[config.mk]
export PLATFORM = sky130hd
export DESIGN_NAME = multicycle_control
export DESIGN_NICKNAME = d
export VERILOG_FILES = /design/src/rtl/multicycle_control.sv
export SDC_FILE = /design/constraint.sdc
export NUM_CORES = 1
export LEC_CHECK = 0
export CAP_MARGIN = 20
export CORE_AREA = 4 4 73 75
export CTS_CLUSTER_SIZE = 24
export DETAILED_ROUTE_END_ITERATION = 10
export DIE_AREA = 0 0 77 79
export DONT_BUFFER_PORTS = 1
export GPL_ROUTABILITY_DRIVEN = 0
export GPL_TIMING_DRIVEN = 0
export PLACE_DENSITY = 0.71
export RECOVER_POWER = 25
export SYNTH_ARGS = -nofsm -noshare
export SYNTH_HDL_FRONTEND = slang
export SYNTH_SLANG_ARGS = --single-unit
export TNS_END_PERCENT = 20
[constraint.sdc]
create_clock -name i_clk -period 2.2 [get_ports i_clk]
set_input_delay 0.22 -clock i_clk [delete_from_list [all_inputs] [get_ports i_clk]]
set_output_delay 0.22 -clock i_clk [all_outputs]
set_load 0.005 [all_outputs]
[src/rtl/multicycle_control.sv]
// Multi-cycle MIPS control FSM: sequences the shared ALU, the unified memory port
// and the register file, and counts retired instructions.
module multicycle_control #(
    parameter logic TRAP_ON_ILLEGAL = 1'b1
) (
    input  logic        i_clk,
    input  logic        i_reset,
    input  logic [5:0]  i_op,
    input  logic [5:0]  i_alu_func,
    input  logic        i_zero,
    input  logic        i_mem_ready,
    output logic        o_mem_req,
    output logic        o_mem_we,
    output logic        o_iord,
    output logic        o_ir_we,
    output logic        o_pc_we,
    output logic        o_reg_we,
    output logic [1:0]  o_pc_src,
    output logic        o_reg_dst,
    output logic        o_mem_to_reg,
    output logic        o_alu_src_a,
    output logic [1:0]  o_alu_src_b,
    output logic [2:0]  o_alu_ctrl,
    output logic        o_illegal,
    output logic [31:0] o_retired,
    output logic [3:0]  o_state
);

    typedef enum logic [3:0] {
        StFetch   = 4'd0,
        StDecode  = 4'd1,
        StMemAdr  = 4'd2,
        StMemRd   = 4'd3,
        StMemWb   = 4'd4,
        StMemWr   = 4'd5,
        StExec    = 4'd6,
        StAluWb   = 4'd7,
        StBranch  = 4'd8,
        StAddiEx  = 4'd9,
        StAddiWb  = 4'd10,
        StJump    = 4'd11,
        StIllegal = 4'd12
    } state_e;

    localparam logic [5:0] OpRtype = 6'b000000;
    localparam logic [5:0] OpLw    = 6'b100011;
    localparam logic [5:0] OpSw    = 6'b101011;
    localparam logic [5:0] OpBeq   = 6'b000100;
    localparam logic [5:0] OpAddi  = 6'b001000;
    localparam logic [5:0] OpJ     = 6'b000010;

    localparam logic [2:0] AluAdd = 3'b010;
    localparam logic [2:0] AluSub = 3'b110;

    state_e      r_state;
    state_e      w_next;
    logic        w_funct_ok;
    logic [2:0]  w_funct_ctrl;
    logic        w_retire;

    always_comb begin
        w_funct_ok   = 1'b1;
        w_funct_ctrl = AluAdd;
        unique case (i_alu_func)
            6'b100000: w_funct_ctrl = AluAdd;
            6'b100010: w_funct_ctrl = AluSub;
            6'b100100: w_funct_ctrl = 3'b000;
            6'b100101: w_funct_ctrl = 3'b001;
            6'b101010: w_funct_ctrl = 3'b111;
            default:   w_funct_ok   = 1'b0;
        endcase
    end

    always_comb begin
        w_next       = r_state;
        o_mem_req    = 1'b0;
        o_mem_we     = 1'b0;
        o_iord       = 1'b0;
        o_ir_we      = 1'b0;
        o_pc_we      = 1'b0;
        o_reg_we     = 1'b0;
        o_pc_src     = 2'b00;
        o_reg_dst    = 1'b0;
        o_mem_to_reg = 1'b0;
        o_alu_src_a  = 1'b0;
        o_alu_src_b  = 2'b00;
        o_alu_ctrl   = 3'b000;
        o_illegal    = 1'b0;
        unique case (r_state)
            StFetch: begin
                o_mem_req   = 1'b1;
                o_alu_src_b = 2'b01;
                o_alu_ctrl  = AluAdd;
                if (i_mem_ready) begin
                    o_ir_we = 1'b1;
                    o_pc_we = 1'b1;
                    w_next  = StDecode;
                end
            end
            StDecode: begin
                o_alu_src_b = 2'b11;
                o_alu_ctrl  = AluAdd;
                case (i_op)
                    OpLw, OpSw: w_next = StMemAdr;
                    OpRtype:    w_next = w_funct_ok ? StExec : StIllegal;
                    OpBeq:      w_next = StBranch;
                    OpAddi:     w_next = StAddiEx;
                    OpJ:        w_next = StJump;
                    default:    w_next = StIllegal;
                endcase
            end
            StMemAdr: begin
                o_alu_src_a = 1'b1;
                o_alu_src_b = 2'b10;
                o_alu_ctrl  = AluAdd;
                w_next      = (i_op == OpSw) ? StMemWr : StMemRd;
            end
            StMemRd: begin
                o_mem_req = 1'b1;
                o_iord    = 1'b1;
                if (i_mem_ready) w_next = StMemWb;
            end
            StMemWb: begin
                o_reg_we     = 1'b1;
                o_mem_to_reg = 1'b1;
                w_next       = StFetch;
            end
            StMemWr: begin
                o_mem_req = 1'b1;
                o_mem_we  = 1'b1;
                o_iord    = 1'b1;
                if (i_mem_ready) w_next = StFetch;
            end
            StExec: begin
                o_alu_src_a = 1'b1;
                o_alu_ctrl  = w_funct_ctrl;
                w_next      = StAluWb;
            end
            StAluWb: begin
                o_reg_we  = 1'b1;
                o_reg_dst = 1'b1;
                w_next    = StFetch;
            end
            StBranch: begin
                o_alu_src_a = 1'b1;
                o_alu_ctrl  = AluSub;
                o_pc_src    = 2'b01;
                o_pc_we     = i_zero;
                w_next      = StFetch;
            end
            StAddiEx: begin
                o_alu_src_a = 1'b1;
                o_alu_src_b = 2'b10;
                o_alu_ctrl  = AluAdd;
                w_next      = StAddiWb;
            end
            StAddiWb: begin
                o_reg_we = 1'b1;
                w_next   = StFetch;
            end
            StJump: begin
                o_pc_src = 2'b10;
                o_pc_we  = 1'b1;
                w_next   = StFetch;
            end
            StIllegal: begin
                o_illegal = 1'b1;
                w_next    = TRAP_ON_ILLEGAL ? StIllegal : StFetch;
            end
            default: w_next = StFetch;
        endcase
        // Reset abandons any in-flight transfer or writeback on the reset cycle itself.
        if (i_reset) begin
            o_mem_req = 1'b0;
            o_mem_we  = 1'b0;
            o_ir_we   = 1'b0;
            o_pc_we   = 1'b0;
            o_reg_we  = 1'b0;
        end
    end

    assign w_retire = (w_next == StFetch) && (r_state != StFetch) && (r_state != StIllegal);

    always_ff @(posedge i_clk) begin
        if (i_reset) begin
            r_state   <= StFetch;
            o_retired <= 32'd0;
        end else begin
            r_state <= w_next;
            if (w_retire) o_retired <= o_retired + 32'd1;
        end
    end

    assign o_state = r_state;

endmodule
**Yosys cells after proc, flatten, opt, wreduce, memory -nomap -nowiden**

Index checks and enable logic that the tools add are counted.

- Register bits: 36
- Input bits: 16
- Output and inout port bits: 53

- Multiplexer cells: 28
- Equal/unequal tests: 23
- Add/subtract/negate cells: 1
- Reduce and logical (&&, ||, !) cells: 14

Operator list:

| operator | number |
|---|---|
| equality test 6 bit (second input constant) | 7 |
| adder 32 x 1 -> 32 bit (second input constant) | 1 |
| case mux 4 bit (8 select lines) | 1 |
| equality test 4 bit (second input constant) | 5 |
| case mux 4 bit (5 select lines) | 1 |
| equality test 4 x 3 -> 1 bit (second input constant) | 4 |
| 2-to-1 mux 1 bit | 16 |
| 2-to-1 mux 4 bit | 4 |
| case mux 3 bit (4 select lines) | 1 |
| case mux 3 bit (3 select lines) | 1 |
| equality test 4 x 2 -> 1 bit (second input constant) | 2 |
| logical NOT 4 bit | 2 |
| OR reduction 4 bit | 2 |
| equality test 6 x 2 -> 1 bit (second input constant) | 1 |
| equality test 6 x 3 -> 1 bit (second input constant) | 1 |
| equality test 6 x 4 -> 1 bit (second input constant) | 1 |
| logical NOT 6 bit | 1 |
| case mux 2 bit (3 select lines) | 1 |
| OR reduction 2 bit | 3 |
| OR reduction 3 bit | 2 |
| OR reduction 5 bit | 1 |
| equality test 4 x 1 -> 1 bit (second input constant) | 1 |
| inequality test 4 bit (second input constant) | 1 |
| case mux 2 bit (2 select lines) | 1 |
| other kinds (4) | 5 |

**Logic depth before layout (Yosys ltp)**

Gate-level depths: netlist of run 1.

- Depth after elaboration: 9
- Mapped depth: 10
- Depth with buffers taken out: 7

**Least setup slack after synthesis of run 1**

No wires, ideal clock.

- Kind: register to register
- Start: register r_state[0], in the netlist o_state[0]
- End: register o_retired[8]
- Path buffers: 2
- Path slack: -0.156 ns
- Cell stages (with the launch flop): 10
- Arrival time: 2.233 ns
- Cells stage by stage: dfxtp_1 clkbuf_1 o21ai_0 nand2_1 o221ai_1 a211oi_1 nand4_2 buf_2 nor4b_1 mux2_1

- Word-level cells in the longest chain between the ends: 5
- Elaborated cells between the ends (all ways): 17
- Those cells by class: eq/ne: 8; mux: 4; reduce/logical: 5

Ends and longest elaborated chain:

| item | RTL line | source |
|---|---|---|
| start: declaration | 55 | `state_e r_state;` |
| start signal: assignment | 186 | `r_state <= StFetch;` |
| start signal: assignment | 189 | `r_state <= w_next;` |
| equality test 4 bit, or another cell as far along | 89 | `unique case (r_state)` |
| case mux 4 bit (8 select lines) | 89 |  |
| logical NOT 4 bit | 182 | `assign w_retire = (w_next == StFetch) && (r_state != StFetch) && (r_state != StIllegal);` |
| logical AND 1 bit | 182 |  |
| logical AND 1 bit (*) | 182 |  |
| end signal: assignment | 190 | `if (w_retire) o_retired <= o_retired + 32'd1;` |
| end: declaration | 25 | `output logic [31:0] o_retired,` |

Every way passes the cells marked *; elsewhere a longest branch is shown, timed or not.
A chain may end at the register's enable or synchronous reset.

**Worst setup path after layout of run 1**

- Start: register r_state[0], in the netlist o_state[0]
- End: register o_retired[23]

Same word-level chain as after synthesis.

==> results of run 1 <==
## cell type report
cell class / count / area [um^2]
buffer: 21 / 175
clock buffer: 6 / 82.6
clock inverter: 2 / 10.0
fill: 364 / 1420
inverter: 7 / 26.3
multi-input combinational: 249 / 1990
sequential: 36 / 751
tap: 54 / 67.6
timing repair buffer: 15 / 141
## synthesized netlist by cell type (2+ instances only)
cell type,number
a211oi_1,2
a21oi_1,30
a31oi_1,3
and3_1,7
and4_1,3
buf_1,2
buf_2,5
buf_6,4
clkbuf_1,10
dfxtp_1,36
inv_1,7
mux2_1,5
mux2_2,4
nand2_1,22
nand2b_1,4
nand3_1,9
nand4_1,11
nand4_2,2
nor2_1,26
nor2b_1,14
nor3_1,12
nor3b_1,4
nor4_1,8
nor4b_1,4
o21ai_0,9
o21bai_1,2
o31ai_1,19
o41ai_1,2
or4_1,20
or4b_1,2
xor2_1,2
## kinds of logic (layout without fill, tap and decap cells)
| group | Yosys count | after routing | share of synthesized area [%] |
|---|---|---|---|
| simple gates | 155 | 155 | 37.2 |
| compound gates | 80 | 80 | 22.1 |
| flops | 36 | 36 | 28.8 |
| buf+inv | 28 | 51 | 5.66 |
| mux | 11 | 11 | 5.06 |
| xor+xnor | 2 | 2 | 0.701 |
| fa+ha+maj | 1 | 1 | 0.501 |
## layer usage
layer,global-route usage (%),up-vias
li1,-,1255
met1,29.2,1316
met2,44.5,89
met3,6.69,8
met4,8.72,0
met5,0,-
## worst max path at each step
| stage | end | cells past startpoint | slack (ns) | from |
|---|---|---|---|---|
| floorplan | o_retired[11] | 9 | -0.08 | i_alu_func[2] |
| global placement | o_retired[31] | 7 | -0.47 | o_retired[7] |
| detailed placement | o_retired[29] | 7 | -0.52 | o_retired[7] |
| CTS | o_retired[20] | 9 | -0.02 | o_state[0] |
| global route | o_retired[23] | 8 | -0.18 | o_state[0] |
| finish | o_retired[23] | 8 | -0.09 | o_state[0] |
## report_power, final
group          internal, mW  leakage, nW  switching [mW]
Combinational         0.150        0.645           0.218
Clock                 0.250       0.0510           0.244
Sequential            0.657        0.298          0.0175
## stage by stage
step | power (mW) | hold slack (ns) | util [%] | worst slack (ns)
after floorplan | 0.891 | 0.437 | - | -0.0810
after global placement | 0.952 | 0.445 | 56.3 | -0.474
after detailed placement | 0.954 | 0.456 | 56.3 | -0.518
after CTS | 1.46 | 0.147 | 62.6 | -0.0248
after global routing | 1.60 | 0.195 | 69.5 | -0.176
final | 1.54 | 0.180 | 69.5 | -0.0911
## sequential cells by signal, indices dropped and copies added (netlist names)
name,cells
o_state,4
o_retired,32
## timing repair
action / in CTS / in global routing
buffers inserted: 8 / 5
gates cloned: 0 / 2
setup endpoints to repair: 33 / 32
resized for setup: 46 / 64
pin swaps: 7 / 21
==> results_dict.tcl, run 1 <==
set metrics [dict create \
    outcome "complete, but fails checks" \
    violations "setup timing" \
    synth_cell_types 54 \
    drc 0 \
    relSlewSlack_pct 59.8 \
    fin_tns_setup_ns -0.839 \
    final_common_cell "nor2_1" \
    clock_path_buffers 2 \
    period_needed_ns 2.29 \
    placementRows 25 \
    htree_num_levels 2 \
    rsz0062_at_grt "yes" \
    final_cell_mix "25 x nor2_1, 24 x dfxtp_1, 21 x nand2_1" \
    cp_common_cell "a21oi_2" \
    tightest_slew_ns 0.603 \
    routed-wl-met3_um 537 \
    maxCapViolCount 0 \
    die_h_um 79 \
    antenna-diode-count 0 \
    yosysTopAreaCellShare_pct 28.8 \
    max_freq_mhz 436 \
    reg2reg_slack_ns -0.09 \
    cts_sinks 36 \
    slew_viol_final 0 \
    crit_arrival_ns 2.51 \
    netlist_instances 313 \
    ys_async_sr_fraction_pct 0 \
    peakVddDrop_mv 0.497 \
    synth_area_leaders "dfxtp_1 29%, a21oi_1 6.0%, or4_1 6.0%, o31ai_1 5.7%, nor2_1 3.9%" \
    grtUsageTotal_pct 25.1 \
    area_growth_pct 29.7 \
    ant_nets 0 \
    firstDrtPassIters 4 \
    cellPowerDensity_mw_per_mm2 474 \
    synth_area_per_cell_um2 7.98 \
    path_clk_slew_ns 0.07 \
    first_iter_violations 130 \
    core_area_mm2 0.00466 \
    layout.nets 352 \
    antenna_found_initial 0 \
    dp_hpwl_mm 5.33 \
    cp_top_family "compound AO/OA/AOI/OAI gates" \
    dieArea_mm2 0.00608 \
    grt_pass1_wl_mm 12.5 \
    finalCritPeriodShare_pct 104 \
    hold_class "input port to flop" \
    cp.buffers_inverters 2 \
    cts_buffers 5 \
    critPathMaxStageDelay_ns 0.51 \
    hold_viol_final 0 \
    vias 2668 \
    clock_skew_ns 0.00757 \
    die_width_um 77 \
    cp-end-kind "flop" \
    path_class "flop to flop" \
    postCtsHoldBufs 0 \
    wl_per_cell_um 20.0 \
    setup_ws_ns -0.0911 \
    yosysTopAreaCell "dfxtp_1" \
    rr_startpoint "o_state[0]" \
    critical_path_required_ns 2.42 \
    start_kind "flop" \
    r2r-end "o_retired[23]" \
    setup_viol 23 \
    hold_path_end "o_retired[20]" \
    pin_count 69 \
    grt_pass1_vias 2521 \
    p_leak_nw 0.994 \
    clock_latency_ns 0.29 \
    synth-edff-count 0 \
    cpMaxStageDelayCell "or4_4" \
    ys.flop_type "dfxtp_1" \
    syn-cell-area_mm2 0.00250 \
    holdPathStages 2 \
    finalNonFillerCells 390 \
    crit_fanout 8 \
    dp_cells 367 \
    cts_tree "done" \
    port_buffers 0 \
    drt-met1-wl_mm 3.13 \
    ys_seq_elements 36 \
    cp_cell_sequence "buf_8 -> a311oi_4 -> a21oi_2 -> a31oi_4 -> nand4_4 -> buf_6 -> or4_4 -> a21oi_2" \
    start_util_pct 53.6 \
    ys_seq_area_share_pct 28.8 \
    yosysWarnings 0 \
    drive_gt1_share_pct 36.6 \
    top_layer_used "met4" \
    grt_overflow 0 \
    r2r_cells 8 \
    syn_nets 330 \
    vias_per_cell 6.84 \
    met2_wirelength_mm 4.06 \
    worstHoldStart "i_reset" \
    placedInstanceArea_mm2 0.00263 \
    grt_max_degree 12 \
    wirelength_mm 7.81 \
    final_area_mm2 0.00324 \
    root_buffer "clkbuf_8" \
]
No activity file was read; power rests on OpenSTA's default activity.
==> run 2, diff against run 1 <==
--- a/config.mk
+++ b/config.mk
@@ -13,8 +13,9 @@
 export DONT_BUFFER_PORTS = 1
 export GPL_ROUTABILITY_DRIVEN = 0
 export GPL_TIMING_DRIVEN = 0
-export PLACE_DENSITY = 0.71
+export PLACE_DENSITY = 0.72
 export RECOVER_POWER = 25
+export SLEW_MARGIN = 20
 export SYNTH_ARGS = -nofsm -noshare
 export SYNTH_HDL_FRONTEND = slang
 export SYNTH_SLANG_ARGS = --single-unit
==> results_dict.tcl, run 2 (synthesis results as in run 1) <==
set metrics [dict create \
    outcome "complete, but fails checks" \
    violations "setup timing" \
    die_h_um 79 \
    drive_gt1_share_pct 31.1 \
    relSlewSlack_pct 61.2 \
    grtUsageMet3_pct 6.69 \
    wl_per_cell_um 20.3 \
    registers.top_by_ff_count "o_retired" \
    peakVddDrop_mv 0.377 \
    fin_hold_ws_ns 0.179 \
    crit_fanout 10 \
    port_buffers 0 \
    fillers 394 \
    vias 2687 \
    area_growth_pct 24.6 \
    clock_latency_ns 0.28 \
    tightest_slew_ns 0.581 \
    cp-end-kind "flop" \
    final_cell_mix "25 x nor2_1, 24 x a21oi_1, 21 x nand2_1, 21 x dfxtp_1, 18 x or4_1" \
    placedInstanceArea_mm2 0.00263 \
    htree_num_levels 2 \
    cpMaxStageDelayCell "or4_1" \
    largest_register_ffs 32 \
    path_clk_slew_ns 0.07 \
    cts_sinks 36 \
    drc 0 \
    met2_usage_pct 45.6 \
    dp_hpwl_mm 5.29 \
    final_area_mm2 0.00311 \
    grt_overflow 0 \
    period_needed_ns 2.29 \
    critical_path_required_ns 2.40 \
    die_width_um 77 \
    core_area_mm2 0.00466 \
    grt-busiest-layer "met2" \
    grtUsageMet1_pct 30.3 \
    clock_skew_ns 0.00257 \
    antenna_found_initial 0 \
    finalCritPeriodShare_pct 104 \
    dp_cells 367 \
    grtUsageTotal_pct 25.4 \
    ant_nets 0 \
    firstDrtPassIters 5 \
    antenna-diode-count 0 \
    pin_count 69 \
    placementRows 25 \
    cp_cell_sequence "clkbuf_8 -> a311oi_2 -> a21oi_2 -> a31oi_4 -> nand4_4 -> buf_4 -> or4_1 -> a21oi_1" \
    hold_viol_final 0 \
    grt_pass1_vias 2521 \
    layout.nets 354 \
    dieArea_mm2 0.00608 \
    regArea_um2 749 \
    first_iter_violations 132 \
    p_total_mw 1.50 \
    rsz0062_at_grt "yes" \
    clock_path_buffers 2 \
    setup_ws_ns -0.0860 \
    grt_pass1_wl_mm 12.7 \
    hold_class "input port to flop" \
    start_kind "flop" \
    cts_buffers 5 \
    p_leak_nw 0.981 \
    crit_arrival_ns 2.49 \
    cp.buffers_inverters 2 \
    maxCapViolCount 0 \
    slew_viol_final 0 \
    start_util_pct 53.6 \
    cellPowerDensity_mw_per_mm2 481 \
    cp_top_family "simple AND/OR/NAND/NOR gates" \
    wirelength_mm 7.95 \
    vias_per_cell 6.85 \
    multi_input_area_mm2 0.00185 \
    cts_tree "done" \
    root_buffer "clkbuf_8" \
    critPathMaxStageDelay_ns 0.52 \
    finalNonFillerCells 392 \
    setup_viol 24 \
    max_freq_mhz 437 \
    path_class "flop to flop" \
    grt_max_degree 11 \
    final_common_cell "nor2_1" \
]
-- run 2: worst register-to-register path, delay by kind of cell, from the launching register on --
kind / cells / cell delay [ns]
simple gates: 2 / 0.75
compound gates: 4 / 0.68
buf+inv: 2 / 0.41
flops: 1 / 0.37
-- run 2: cell type report --
class	instances	area share (%)
Buffer	21	5.63
Tap cell	54	2.17
Clock buffer	8	2.89
Timing Repair Buffer	17	4.74
Multi-Input combinational cell	249	59.5
Inverter	7	0.965
Sequential cell	36	24.1
-- run 2: report_power, final --
group	total (mW)	switching (mW)	internal (mW)
Clock	0.476	0.220	0.255
Combinational	0.345	0.206	0.139
Sequential	0.678	0.0175	0.660
Total	1.50	0.444	1.05
-- run 2: final timing paths --
| path | from | to | slack (ns) | depth (start not counted) |
|---|---|---|---|---|
| worst min register to register | o_retired[12] | o_retired[12] | 0.49 | 2 |
| worst max-delay path | o_state[0] | o_retired[13] | -0.09 | 8 |
| worst max register to register | o_state[0] | o_retired[13] | -0.09 | 8 |
| worst min-delay path | i_reset | o_retired[8] | 0.18 | 2 |
-- run 2: per-layer routing --
metal | share of wire (%) | wire, um
met2 | 50 | 3970
met3 | 9.4 | 745
met5 | 0 | 0
met1 | 40 | 3170
met4 | 0.78 | 62
-- run 2: repair_timing --
action	4_1_cts	5_1_grt
buffers inserted	13	2
hold buffers	0	0
gates resized for setup	50	28
endpoints found under the hold margin	0	0
cloned	1	1
pin swaps	12	7
endpoints found under the setup margin	33	31
-- run 2: per-stage QoR --
stage / util (%) / TNS, ns / worst slack [ns]
6_report: 66.8 / -1.11 / -0.0860
5_1_grt: 66.8 / -3.59 / -0.165
4_1_cts: 64.2 / -0.0587 / -0.0158
3_5_place_dp: 56.3 / -10.35 / -0.485
3_3_place_gp: 56.3 / -10.35 / -0.496
2_1_floorplan: - / -1.11 / -0.0810
